**src/rtl/redux_pkg.sv**
```systemverilog
// redux_pkg: definitions shared by the redux boot loader and its sub-modules.
//   WORD_W  - program byte / instruction memory data width
//   ADDR_W  - instruction memory address width (256 entries)
//   state_e - loader state encoding
package redux_pkg;

    localparam int WORD_W = 8;
    localparam int ADDR_W = 8;

    // Fixed encodings so the states read the same in waveforms and older tools.
    typedef enum logic [2:0] {
        ST_LOAD    = 3'd0,
        ST_ARM     = 3'd1,
        ST_RUN     = 3'd2,
        ST_DONE    = 3'd3,
        ST_TIMEOUT = 3'd4
    } state_e;

endpackage

```
**src/rtl/redux_watchdog.sv**
```systemverilog
// redux_watchdog: clearable cycle counter for the loader's RUN phase.
//   clk    - system clock, rising edge
//   reset  - synchronous, active-high
//   clr    - zero the counter this cycle (takes priority over en)
//   en     - advance the counter by one
//   expire - counter currently holds MAX_CYCLES-1
module redux_watchdog #(
    parameter int MAX_CYCLES = 1024
) (
    input  logic clk,
    input  logic reset,
    input  logic clr,
    input  logic en,
    output logic expire
);

    localparam int CNT_W = $clog2(MAX_CYCLES);
    localparam logic [CNT_W-1:0] CNT_LAST = CNT_W'(MAX_CYCLES - 1);

    logic [CNT_W-1:0] cnt_q;
    logic [CNT_W-1:0] cnt_d;

    assign expire = (cnt_q == CNT_LAST);

    // Holding at the limit keeps the count from wrapping if en stays high.
    always_comb begin
        cnt_d = cnt_q;
        if (clr) begin
            cnt_d = '0;
        end else if (en && !expire) begin
            cnt_d = cnt_q + CNT_W'(1);
        end
    end

    always_ff @(posedge clk) begin
        if (reset) begin
            cnt_q <= '0;
        end else begin
            cnt_q <= cnt_d;
        end
    end

endmodule

```
**src/rtl/redux_loader.sv**
```systemverilog
// redux_loader: boot loader in front of the redux core.
// Streams a program into instruction memory from address 0, then releases the
// core reset and watches the PC until it leaves the program (done) or the
// watchdog expires (timeout).
//   clk, reset             - system clock; synchronous active-high reset
//   in_valid/in_ready      - byte stream handshake; in_data byte, in_last marks end
//   imem_we/addr/wdata     - instruction memory write port (registered)
//   cpu_reset              - reset to the core, high except while running
//   cpu_pc                 - core program counter
//   prog_len               - bytes loaded (1..256)
//   done, timeout          - sticky completion flags
module redux_loader
    import redux_pkg::*;
#(
    parameter int MAX_CYCLES = 1024
) (
    input  logic              clk,
    input  logic              reset,
    input  logic              in_valid,
    input  logic [WORD_W-1:0] in_data,
    input  logic              in_last,
    output logic              in_ready,
    output logic              imem_we,
    output logic [ADDR_W-1:0] imem_addr,
    output logic [WORD_W-1:0] imem_wdata,
    output logic              cpu_reset,
    input  logic [ADDR_W-1:0] cpu_pc,
    output logic [ADDR_W:0]   prog_len,
    output logic              done,
    output logic              timeout
);

    state_e            state_q,      state_d;
    logic [ADDR_W-1:0] wr_ptr_q,     wr_ptr_d;
    logic [ADDR_W:0]   prog_len_q,   prog_len_d;
    logic              imem_we_q,    imem_we_d;
    logic [ADDR_W-1:0] imem_addr_q,  imem_addr_d;
    logic [WORD_W-1:0] imem_wdata_q, imem_wdata_d;
    logic              cpu_reset_q,  cpu_reset_d;
    logic              done_q,       done_d;
    logic              timeout_q,    timeout_d;

    logic hs;
    logic wd_expire;

    // Gated by reset so no byte is taken while the loader is being cleared.
    assign in_ready = (state_q == ST_LOAD) && !reset;
    assign hs       = in_valid && in_ready;

    redux_watchdog #(
        .MAX_CYCLES (MAX_CYCLES)
    ) u_watchdog (
        .clk    (clk),
        .reset  (reset),
        .clr    (state_q == ST_ARM),
        .en     (state_q == ST_RUN),
        .expire (wd_expire)
    );

    always_comb begin
        state_d      = state_q;
        wr_ptr_d     = wr_ptr_q;
        prog_len_d   = prog_len_q;
        imem_we_d    = 1'b0;
        imem_addr_d  = imem_addr_q;
        imem_wdata_d = imem_wdata_q;
        done_d       = done_q;
        timeout_d    = timeout_q;

        case (state_q)
            ST_LOAD: begin
                if (hs) begin
                    imem_we_d    = 1'b1;
                    imem_addr_d  = wr_ptr_q;
                    imem_wdata_d = in_data;
                    prog_len_d   = {1'b0, wr_ptr_q} + (ADDR_W + 1)'(1);
                    // A full memory ends the load without wrapping the pointer.
                    if (in_last || (wr_ptr_q == '1)) begin
                        state_d = ST_ARM;
                    end else begin
                        wr_ptr_d = wr_ptr_q + ADDR_W'(1);
                    end
                end
            end
            ST_ARM: begin
                state_d = ST_RUN;
            end
            ST_RUN: begin
                // PC completion is checked first so it wins a tie with the watchdog.
                if ({1'b0, cpu_pc} >= prog_len_q) begin
                    state_d = ST_DONE;
                    done_d  = 1'b1;
                end else if (wd_expire) begin
                    state_d   = ST_TIMEOUT;
                    timeout_d = 1'b1;
                end
            end
            ST_DONE, ST_TIMEOUT: begin
                state_d = state_q;
            end
            default: begin
                state_d = ST_LOAD;
            end
        endcase

        // The core runs only while the next state is RUN, so it is still held
        // through the ARM cycle after the final write lands.
        cpu_reset_d = (state_d != ST_RUN);
    end

    always_ff @(posedge clk) begin
        if (reset) begin
            state_q      <= ST_LOAD;
            wr_ptr_q     <= '0;
            prog_len_q   <= '0;
            imem_we_q    <= 1'b0;
            imem_addr_q  <= '0;
            imem_wdata_q <= '0;
            cpu_reset_q  <= 1'b1;
            done_q       <= 1'b0;
            timeout_q    <= 1'b0;
        end else begin
            state_q      <= state_d;
            wr_ptr_q     <= wr_ptr_d;
            prog_len_q   <= prog_len_d;
            imem_we_q    <= imem_we_d;
            imem_addr_q  <= imem_addr_d;
            imem_wdata_q <= imem_wdata_d;
            cpu_reset_q  <= cpu_reset_d;
            done_q       <= done_d;
            timeout_q    <= timeout_d;
        end
    end

    assign imem_we    = imem_we_q;
    assign imem_addr  = imem_addr_q;
    assign imem_wdata = imem_wdata_q;
    assign cpu_reset  = cpu_reset_q;
    assign prog_len   = prog_len_q;
    assign done       = done_q;
    assign timeout    = timeout_q;

endmodule

```
**config.mk**
```make
export PLATFORM = sky130hd
export DESIGN_NAME = redux_loader
export DESIGN_NICKNAME = d
export VERILOG_FILES = /design/src/rtl/redux_pkg.sv /design/src/rtl/redux_watchdog.sv /design/src/rtl/redux_loader.sv
export SDC_FILE = /design/constraint.sdc
export NUM_CORES = 1
export LEC_CHECK = 0
export CAP_MARGIN = 20
export CORE_ASPECT_RATIO = 1.25
export CORE_UTILIZATION = 44
export CTS_CLUSTER_SIZE = 30
export DETAILED_ROUTE_END_ITERATION = 8
export GPL_TIMING_DRIVEN = 0
export PLACE_DENSITY = 0.73
export SKIP_LAST_GASP = 1
export SLEW_MARGIN = 15
export SYNTH_ARGS = -nofsm -noshare
export SYNTH_HDL_FRONTEND = slang
export SYNTH_SLANG_ARGS = --single-unit
```
**constraint.sdc**
```tcl
create_clock -name clk -period 2.5 [get_ports clk]
set_input_delay 0.25 -clock clk [delete_from_list [all_inputs] [get_ports clk]]
set_output_delay 0.25 -clock clk [all_outputs]
set_load 0.02 [all_outputs]
```
==> flow_metrics.tcl, run 1 <==
set metrics [dict create \
    holdWs_ns 0.457 \
    portBuffers 49 \
    fin_worst_skew_ns 0.00677 \
    ant_nets 0 \
    fin_ws_ns 0.448 \
    fmax_mhz 487 \
    drive_gt1_frac 0.0520 \
    status "finished, final reports clean" \
    hpwl_um 3880 \
    critical_path_class "reg -> reg" \
    synthArstFlopShare 0 \
    grt_remaining_overflow 0 \
    setup_violations 0 \
    worst_slew_pin_slew_ns 0.512 \
    hold_end "imem_addr[7]$_SDFFE_PP0P_" \
    yosysUniqueCellTypes 47 \
    grt_usage 0.205 \
    tritoncts_num_sinks 50 \
    post_cts_resized 0 \
    hold_path_depth 2 \
    start_util 0.456 \
    regToRegSetupSlack_ns 0.45 \
    antenna_cells 0 \
    drc 0 \
    first_pass_iters 5 \
    die_h_um 83.1 \
    p_per_area_nw_per_um2 556 \
    grt_pass1_vias 2066 \
    cellLeakagePower_nw 1.06 \
    slowest_delay_ns 0.43 \
    synth.avg_cell_area_um2 8.58 \
    totalWireLength_um 5140 \
    final_max_slew_viol_count 0 \
    yosys_most_used_dff "dfxtp_1" \
    syn2layout_area_growth_pct 29.3 \
    path_cells "ha_1 > nand3_1 > o21bai_1 > clkbuf_1 > or3_1 > a21oi_1" \
    startpoint_type "flop" \
    insertion_delay_ns 0.30 \
    r2r_start "wr_ptr_q[0]$_SDFFE_PP0P_" \
    relSlewSlack 0.659 \
    gp_congestion 0.840 \
    rows 29 \
    cts_hold_buf 0 \
    antenna_found_initial 0 \
    arrival_ns 2.23 \
    netlist_area_um2 2320 \
    clk_pin_slew_ns 0.09 \
    synthCells 270 \
    core_um2 5080 \
    post_cts_buffers 0 \
    cts_buffers 5 \
    vias 2123 \
    critPathTopFamily "compound AO/OA/AOI/OAI gates" \
    grt_max_degree 16 \
    io_pins 50 \
    period_share 0.821 \
    clockBufferDepth 2 \
    critical_path.max_fanout 10 \
    path_buf_inv 1 \
    final_core_util 0.589 \
    cts_root_buf "clkbuf_8" \
    die_w_um 66.9 \
    timing.final.hold_violations 0 \
    worstPathRequired_ns 2.68 \
    die-area_um2 5560 \
    maxCapViolations 0 \
    rr_endpoint "wr_ptr_q[1]$_SDFFE_PP0P_" \
    ys_warn_count 0 \
    fin_setup_tns_ns 0 \
    hold_path.startpoint "imem_addr[7]$_SDFFE_PP0P_" \
    routedWlPerCell_um 13.2 \
    worst_setup_path_end_kind "flop" \
    ys_seq_elements 50 \
    pre_cts_ws_ns 0.299 \
    p_total_mw 1.66 \
    grt_pass1_wl_um 8960 \
    ys_seq_area_frac 0.432 \
    reg2regPathDepth 6 \
    rsz0062_at_grt "no" \
    synth_fp_nets 300 \
    cts_tree "done" \
    viasPerCell 5.46 \
    synth_edf_count 0 \
    ir_drop_v 0.000319 \
    layout_min_cycle_time_ns 2.05 \
    min_path_type "reg -> reg" \
    cpMaxStageDelayCell "o21bai_1" \
    drt-initial-drc-count 91 \
    htreeDepth 2 \
    fin_nets 356 \
]
[cell usage after synthesis, types with 2 or more instances]
| library cell | n | area share |
|---|---|---|
| nand4_1 | 2 | 0.0054 |
| ha_1 | 10 | 0.054 |
| o21ai_0 | 2 | 0.0043 |
| and3_1 | 3 | 0.0081 |
| a211oi_1 | 5 | 0.016 |
| o21bai_1 | 2 | 0.0065 |
| xor2_1 | 6 | 0.023 |
| a22o_1 | 2 | 0.0076 |
| buf_2 | 5 | 0.011 |
| a21oi_1 | 33 | 0.071 |
| clkbuf_1 | 8 | 0.013 |
| or3_1 | 5 | 0.014 |
| nand2_1 | 44 | 0.071 |
| o31ai_1 | 8 | 0.026 |
| dfxtp_1 | 50 | 0.43 |
| nand3_1 | 9 | 0.019 |
| nor3b_1 | 2 | 0.0065 |
| o311ai_1 | 2 | 0.0076 |
| o41ai_1 | 3 | 0.011 |
| xnor2_1 | 3 | 0.011 |
| o21ai_1 | 5 | 0.011 |
| a21o_1 | 2 | 0.0065 |
| nor4b_1 | 2 | 0.0076 |
| or2_1 | 3 | 0.0081 |
| a31oi_1 | 2 | 0.0054 |
| nor2_1 | 13 | 0.021 |
| inv_1 | 13 | 0.021 |
| o2111ai_1 | 2 | 0.0076 |
| or4_1 | 6 | 0.019 |
[worst reg2reg max path, cell delays in order, from the launching register on]
cell	delay (ns)
dfxtp_1	0.40
ha_1	0.23
nand3_1	0.22
o21bai_1	0.43
clkbuf_1	0.41
or3_1	0.17
a21oi_1	0.06
[logic make-up after synthesis]
logic type | synth area share
compound gates | 0.199
xor+xnor | 0.0340
fa+ha+maj | 0.0540
buf+inv | 0.0513
flops | 0.432
mux | 0.00486
simple gates | 0.224
[through the flow]
stage	instance area, um^2	cells
3_5_place_dp	2880	381
5_1_grt	2990	389
6_report	2990	389
3_3_place_gp	2880	381
2_1_floorplan	2320	270
4_1_cts	2990	389
[how the worst max path moves through the flow]
stage	cells past startpoint	slack, ns	start	endpoint
floorplan	6	0.42	state_q[2]$_SDFF_PP0_	wr_ptr_q[7]$_SDFFE_PP0P_
global placement	6	0.34	reset	wr_ptr_q[7]$_SDFFE_PP0P_
detailed placement	6	0.30	reset	wr_ptr_q[7]$_SDFFE_PP0P_
CTS	6	0.47	state_q[2]$_SDFF_PP0_	wr_ptr_q[7]$_SDFFE_PP0P_
global route	6	0.27	wr_ptr_q[0]$_SDFFE_PP0P_	wr_ptr_q[1]$_SDFFE_PP0P_
finish	6	0.45	wr_ptr_q[0]$_SDFFE_PP0P_	wr_ptr_q[1]$_SDFFE_PP0P_
[metal layers]
layer | share of wire | global-route usage | up-vias | wire [um]
met1 | 0.44 | 0.249 | 983 | 2280
li1 | - | - | 1076 | -
met2 | 0.50 | 0.345 | 53 | 2550
met5 | 0 | 0 | - | 0
met3 | 0.039 | 0.0426 | 11 | 202
met4 | 0.021 | 0.0774 | 0 | 108
[final cells by class]
cell class | instances | area, um^2
plain buffers | 14 | 66.3
clock buffers | 6 | 72.6
clock inverters | 2 | 37.5
fillers | 470 | 2090
inverters | 14 | 52.6
multi-input cells | 192 | 1200
flip-flops and latches | 50 | 1000
well taps | 62 | 77.6
repair buffers | 49 | 490
[cell usage in the layout, fill, tap and decap left out, types with 8 or more instances in the layout]
master / instances
dfxtp_1: 50
a21oi_1: 33
ha_1: 10
nand3_1: 9
nand2_1: 44
o31ai_1: 8
nor2_1: 13
clkbuf_1: 9
inv_1: 13
clkdlybuf4s50_1: 49
[flip-flops by register name, summed over array words and instances, names as in the netlist, 3 cells and up]
signal,cells
imem_addr,8
imem_wdata,8
prog_len,9
state_q,3
u_watchdog.cnt_q,10
wr_ptr_q,8
[report_power, final]
group	internal (mW)	switching (mW)
combinational	0.121	0.144
clock	0.298	0.256
sequential	0.824	0.0206
Note: power is estimated with default switching activity, not from simulation.
==> inputs of run 2 (changes only) <==
Settings changed: PLACE_DENSITY 0.73 to 0.76.
Clock period 2.5 ns to 1.7 ns, I/O delays scaled along.
==> run 2 against run 1 <==
Against the previous run:
- worst hold slack lost 0.053 ns
- design area rose by 5.6%
- clock-buffer cell count increased by 1
- clock skew about the same
- sequential share of layout area decreased by 1.5 points
- first-iteration DRC count grew 53%
- routed wire length rose by 8.0%
==> flow_metrics.tcl, run 2 (synthesis results as in run 1) <==
set metrics [dict create \
    switchingPower_uw 656 \
    startpoint_type "flop" \
    worst_setup_path_end_kind "flop" \
    maxCapViolations 0 \
    ant_nets 0 \
    critical_path_class "reg -> reg" \
    timing.final.hold_violations 0 \
    cts_buffers 5 \
    fin_worst_skew_ns 0.00679 \
    cellLeakagePower_nw 1.13 \
    p_sw_frac 0.271 \
    seq_power_share 0.513 \
    vias 2180 \
    critPathTopFamily "simple AND/OR/NAND/NOR gates" \
    gp_congestion 0.810 \
    fin_setup_tns_ns 0 \
    drt-initial-drc-count 139 \
    layout_min_cycle_time_ns 1.67 \
    routedWlPerCell_um 14.0 \
    cpMaxStageDelayCell "or4_1" \
    portBuffers 49 \
    die_h_um 83.1 \
    path_cells "ha_2 > nand3_2 > or2_4 > or4_1 > a21oi_1" \
    die-area_um2 5560 \
    holdWs_ns 0.404 \
    cts_root_buf "clkbuf_8" \
    drive_gt1_frac 0.152 \
    slowest_delay_ns 0.40 \
    fmax_mhz 597 \
    critical_path.max_fanout 6 \
    syn2layout_area_growth_pct 36.5 \
    htreeDepth 2 \
    fin_nets 364 \
    antenna_cells 0 \
    grt_pass1_vias 1985 \
    drc 0 \
    insertion_delay_ns 0.31 \
    viasPerCell 5.49 \
    io_pins 50 \
    rsz0062_at_grt "yes" \
    cts_tree "done" \
    power.internal_mw 1.76 \
    worst_slew_pin_slew_ns 0.465 \
    placed_cells 381 \
    totalWireLength_um 5550 \
    tritoncts_num_sinks 50 \
    rows 29 \
    grt_max_degree 15 \
    arrival_ns 1.91 \
    worstPathRequired_ns 1.94 \
    power_frac_comb 0.190 \
    largest_register_ffs 10 \
    grt_remaining_overflow 0 \
    first_pass_iters 4 \
    clk_pin_slew_ns 0.09 \
    antenna_found_initial 0 \
    mostFrequentLayoutCells "48 x clkdlybuf4s50_1, 43 x nand2_1, 43 x dfxtp_1" \
    period_share 0.985 \
    hpwl_um 3820 \
    start_util 0.456 \
    ir_drop_v 0.000518 \
    final_max_slew_viol_count 0 \
    p_per_area_nw_per_um2 765 \
    status "finished, final reports clean" \
    layout_commonest_cell "clkdlybuf4s50_1" \
    relSlewSlack 0.690 \
    top_register "u_watchdog.cnt_q" \
    path_buf_inv 0 \
    fin_cells 397 \
    clockBufferDepth 2 \
    cts_hold_buf 0 \
    die_w_um 66.9 \
    grt_pass1_wl_um 8730 \
    setup_violations 0 \
    core_um2 5080 \
    grt_usage 0.206 \
    clockPowerShare 0.297 \
    min_path_type "in -> reg" \
]
## run 2: cell types whose count changed in the layout (fill, tap and decap cells not counted), moves of 3 or more
cell      change
ha_1          -3
buf_4         +8
buf_6         +4
buf_2         -4
clkbuf_2      +3
dfxtp_1       -7
clkbuf_1      -4
dfxtp_2       +7
## run 2: power by group through the flow
stage / Sequential (mW) / Clock, mW / Combinational [mW]
final: 1.24 / 0.718 / 0.460
after global routing: 1.25 / 0.783 / 0.505
after detailed placement: 1.27 / 0 / 0.404
after CTS: 1.24 / 0.734 / 0.414
after global placement: 1.27 / 0 / 0.394
after floorplan: 1.30 / 0 / 0.198
## run 2: path summary, 6_finish.rpt
check	start	endpoint	slack (ns)	cells after the start
setup reg to reg	wr_ptr_q[0]$_SDFFE_PP0P_	wr_ptr_q[6]$_SDFFE_PP0P_	0.03	5
hold reg to reg	imem_addr[5]$_SDFFE_PP0P_	imem_addr[5]$_SDFFE_PP0P_	0.46	2
hold / removal	in_data[1]	imem_wdata[1]$_SDFFE_PP0P_	0.40	3
setup / recovery	wr_ptr_q[0]$_SDFFE_PP0P_	wr_ptr_q[6]$_SDFFE_PP0P_	0.03	5
## run 2: routing by layer
layer	up-vias	GRT usage	wire length, um
li1	1091	-	-
met3	11	0.0549	244
met1	1024	0.241	2440
met2	54	0.342	2740
met4	0	0.0890	125
met5	-	0	0
## run 2: worst reg2reg max path, stage by stage (launching register included)
cell     delay, ns
dfxtp_2       0.38
ha_2          0.22
nand3_2       0.16
or2_4         0.30
or4_1         0.40
a21oi_1       0.14
## run 2: cell type report
type                    instances  area, um^2
repair buffers                 57         547
clock inverters                 1        5.00
well taps                      62        77.6
clock buffers                   7        86.3
flip-flops and latches         50        1010
multi-input cells             192        1280
plain buffers                  14         101
fillers                       453        1920
inverters                      14        55.1
## run 2: through the flow
| step | power (mW) | cell area [um^2] | worst slack (ns) | util |
|---|---|---|---|---|
| finish | 2.42 | 3160 | 0.0257 | 0.622 |
| floorplan | 1.50 | 2340 | -0.0256 | - |
| CTS | 2.39 | 3040 | 0.000995 | 0.598 |
| global placement | 1.66 | 2910 | -0.295 | 0.573 |
| detailed placement | 1.67 | 2910 | -0.306 | 0.573 |
| global route | 2.54 | 3160 | -0.0530 | 0.622 |
## run 2: timing repair
action                                 4_1_cts  5_1_grt
setup endpoints to repair                   15       39
cloned                                       0        1
endpoints found under the hold margin        0        0
buffers inserted                             2        5
pin swaps                                    0       11
gates resized for setup                     11       30
==> inputs of run 3 (changes only) <==
Settings changed: CELL_PAD_IN_SITES_DETAIL_PLACEMENT set to 1, CELL_PAD_IN_SITES_GLOBAL_PLACEMENT set to 2, CORE_UTILIZATION 44 to 35, CTS_BUF_LIST set to sky130_fd_sc_hd__clkbuf_8, DONT_BUFFER_PORTS set to 1, PLACE_DENSITY 0.76 to 0.8.
==> run 3 against run 2 <==
Against the previous run:
- the run now ends with negative setup slack left
- highest routed layer unchanged
- via count down 7.4%
- largest power group unchanged
- flip-flop and latch count unchanged
- setup slack worse by 0.13 ns
- cell count is 4.8% lower
- sequential share of layout area increased by 2.7 points
- combinational power is 23% lower
- largest cell class unchanged
- fmax shrank 7.0%
==> flow_metrics.tcl, run 3 (synthesis results as in run 1) <==
set metrics [dict create \
    status "complete, but fails checks" \
    violations "negative setup slack" \
    mostFrequentLayoutCells "43 x nand2_1, 39 x dfxtp_1, 31 x a21oi_1" \
    fill_cells 739 \
    cts_root_buf "clkbuf_8" \
    p_sw_frac 0.251 \
    drc 0 \
    top_layer "met4" \
    switchingPower_uw 671 \
    insertion_delay_ns 0.30 \
    fmax_mhz 555 \
    viasPerCell 5.34 \
    die_w_um 74.8 \
    top_register "u_watchdog.cnt_q" \
    min_path_type "in -> reg" \
    layout_commonest_cell "nand2_1" \
    io_pins 50 \
    core_um2 6290 \
    ir_drop_v 0.000401 \
    critical_path_class "reg -> reg" \
    grt_max_degree 16 \
    largest_register_ffs 10 \
    clockBufferDepth 2 \
    wl_met2_um 3350 \
    wl_met3_um 183 \
    fin_ws_ns -0.101 \
    power.internal_mw 2.00 \
    syn2layout_area_growth_pct 28.4 \
    rsz0062_at_grt "yes" \
    fin_worst_skew_ns 0.00910 \
    portBuffers 0 \
    grt_pass1_wl_um 10200 \
    worstPathRequired_ns 1.93 \
    relSlewSlack 0.652 \
    hpwl_um 4230 \
    arrival_ns 2.03 \
    die-area_um2 6950 \
    final_max_slew_viol_count 0 \
    seq_power_share 0.483 \
    htreeDepth 2 \
    antenna_found_initial 0 \
    routedLengthMet1_um 2470 \
    grt_usage 0.193 \
    layout_min_cycle_time_ns 1.80 \
    timing.final.hold_violations 0 \
    cellLeakagePower_nw 1.03 \
    first_pass_iters 4 \
    worst_setup_path_end_kind "flop" \
    start_util 0.368 \
    clk_pin_slew_ns 0.09 \
    setup_violations 13 \
    cts_tree "done" \
    gp_congestion 0.812 \
    fin_nets 322 \
    startpoint_type "flop" \
    critical_path.max_fanout 6 \
    maxCapViolations 0 \
    holdWs_ns 0.0550 \
    grt_pass1_vias 2215 \
    power_frac_comb 0.132 \
    totalWireLength_um 6080 \
    cts_buffers 5 \
    fin_setup_tns_ns -0.606 \
    rows 32 \
    clockPowerShare 0.385 \
    grt_remaining_overflow 0 \
    routedWlPerCell_um 16.1 \
    p_per_area_nw_per_um2 899 \
    worst_slew_pin_slew_ns 0.522 \
    tritoncts_num_sinks 50 \
    drive_gt1_frac 0.229 \
    antenna_cells 0 \
    vias 2019 \
    ant_nets 0 \
    period_share 1.06 \
    die_h_um 92.9 \
    drt-initial-drc-count 32 \
]
==> run 3: cell types whose count changed in the layout (fill, tap and decap cells not counted), moves of 3 or more <==
cell,before,now
clkbuf_2,3,0
clkdlybuf4s50_1,48,0
dfxtp_1,43,39
dfxtp_4,0,6
dlygate4sd3_1,0,8
nor2_1,13,10
==> run 3: per-layer routing <==
layer / GRT usage / vias up
met5: 0 / -
met4: 0.0550 / 0
met3: 0.0435 / 7
met2: 0.362 / 31
met1: 0.207 / 975
li1: - / 1006
==> run 3: power by group through the flow <==
stage	clock (mW)	sequential, mW	combinational (mW)
detailed placement	0	1.32	0.261
CTS	1.06	1.29	0.340
finish	1.03	1.29	0.353
global placement	0	1.31	0.254
global route	1.10	1.30	0.393
floorplan	0	1.30	0.198
==> run 3: area by class of cell <==
cell class / count / area, um^2 / share of cell area
plain buffers: 12 / 101 / 0.0341
clock buffers: 6 / 82.6 / 0.0278
clock inverters: 2 / 60.1 / 0.0202
inverters: 14 / 57.6 / 0.0194
multi-input cells: 192 / 1360 / 0.458
flip-flops and latches: 50 / 1030 / 0.346
well taps: 85 / 106 / 0.0358
repair buffers: 17 / 173 / 0.0581
==> run 3: worst max-delay path: stages, from the launching register on <==
cell and delay (ns):
dfxtp_4 0.36, nor4_4 0.46, nand2_2 0.19, buf_4 0.20, or3_1 0.37, a21oi_1 0.14
==> run 3: final timing paths <==
check	from	to	slack [ns]	cells after the start
hold reg to reg	u_watchdog.cnt_q[8]$_SDFFE_PP0P_	u_watchdog.cnt_q[8]$_SDFFE_PP0P_	0.52	2
hold / removal	in_last	wr_ptr_q[4]$_SDFFE_PP0P_	0.05	2
setup / recovery	state_q[0]$_SDFF_PP0_	prog_len[8]$_SDFFE_PP0P_	-0.10	5
setup reg to reg	state_q[0]$_SDFF_PP0_	prog_len[8]$_SDFFE_PP0P_	-0.10	5
==> run 3: timing repair <==
| item | CTS | global route |
|---|---|---|
| endpoints found under the hold margin | 8 | 0 |
| setup endpoints to repair | 45 | 42 |
| hold buffers | 8 | 0 |
| buffers inserted | 3 | 3 |
| resized for setup | 55 | 13 |
| pin swaps | 13 | 7 |
| gates cloned | 3 | 0 |
==> run 3: metrics by stage <==
step,utilization,instance area [um^2],setup slack [ns],std cells,power [mW]
2_1_floorplan,-,2340,-0.0256,270,1.50
3_3_place_gp,0.390,2450,-0.419,355,1.57
3_5_place_dp,0.390,2450,-0.438,355,1.58
4_1_cts,0.462,2900,-0.0845,376,2.69
5_1_grt,0.473,2970,-0.198,378,2.79
6_report,0.473,2970,-0.101,378,2.67
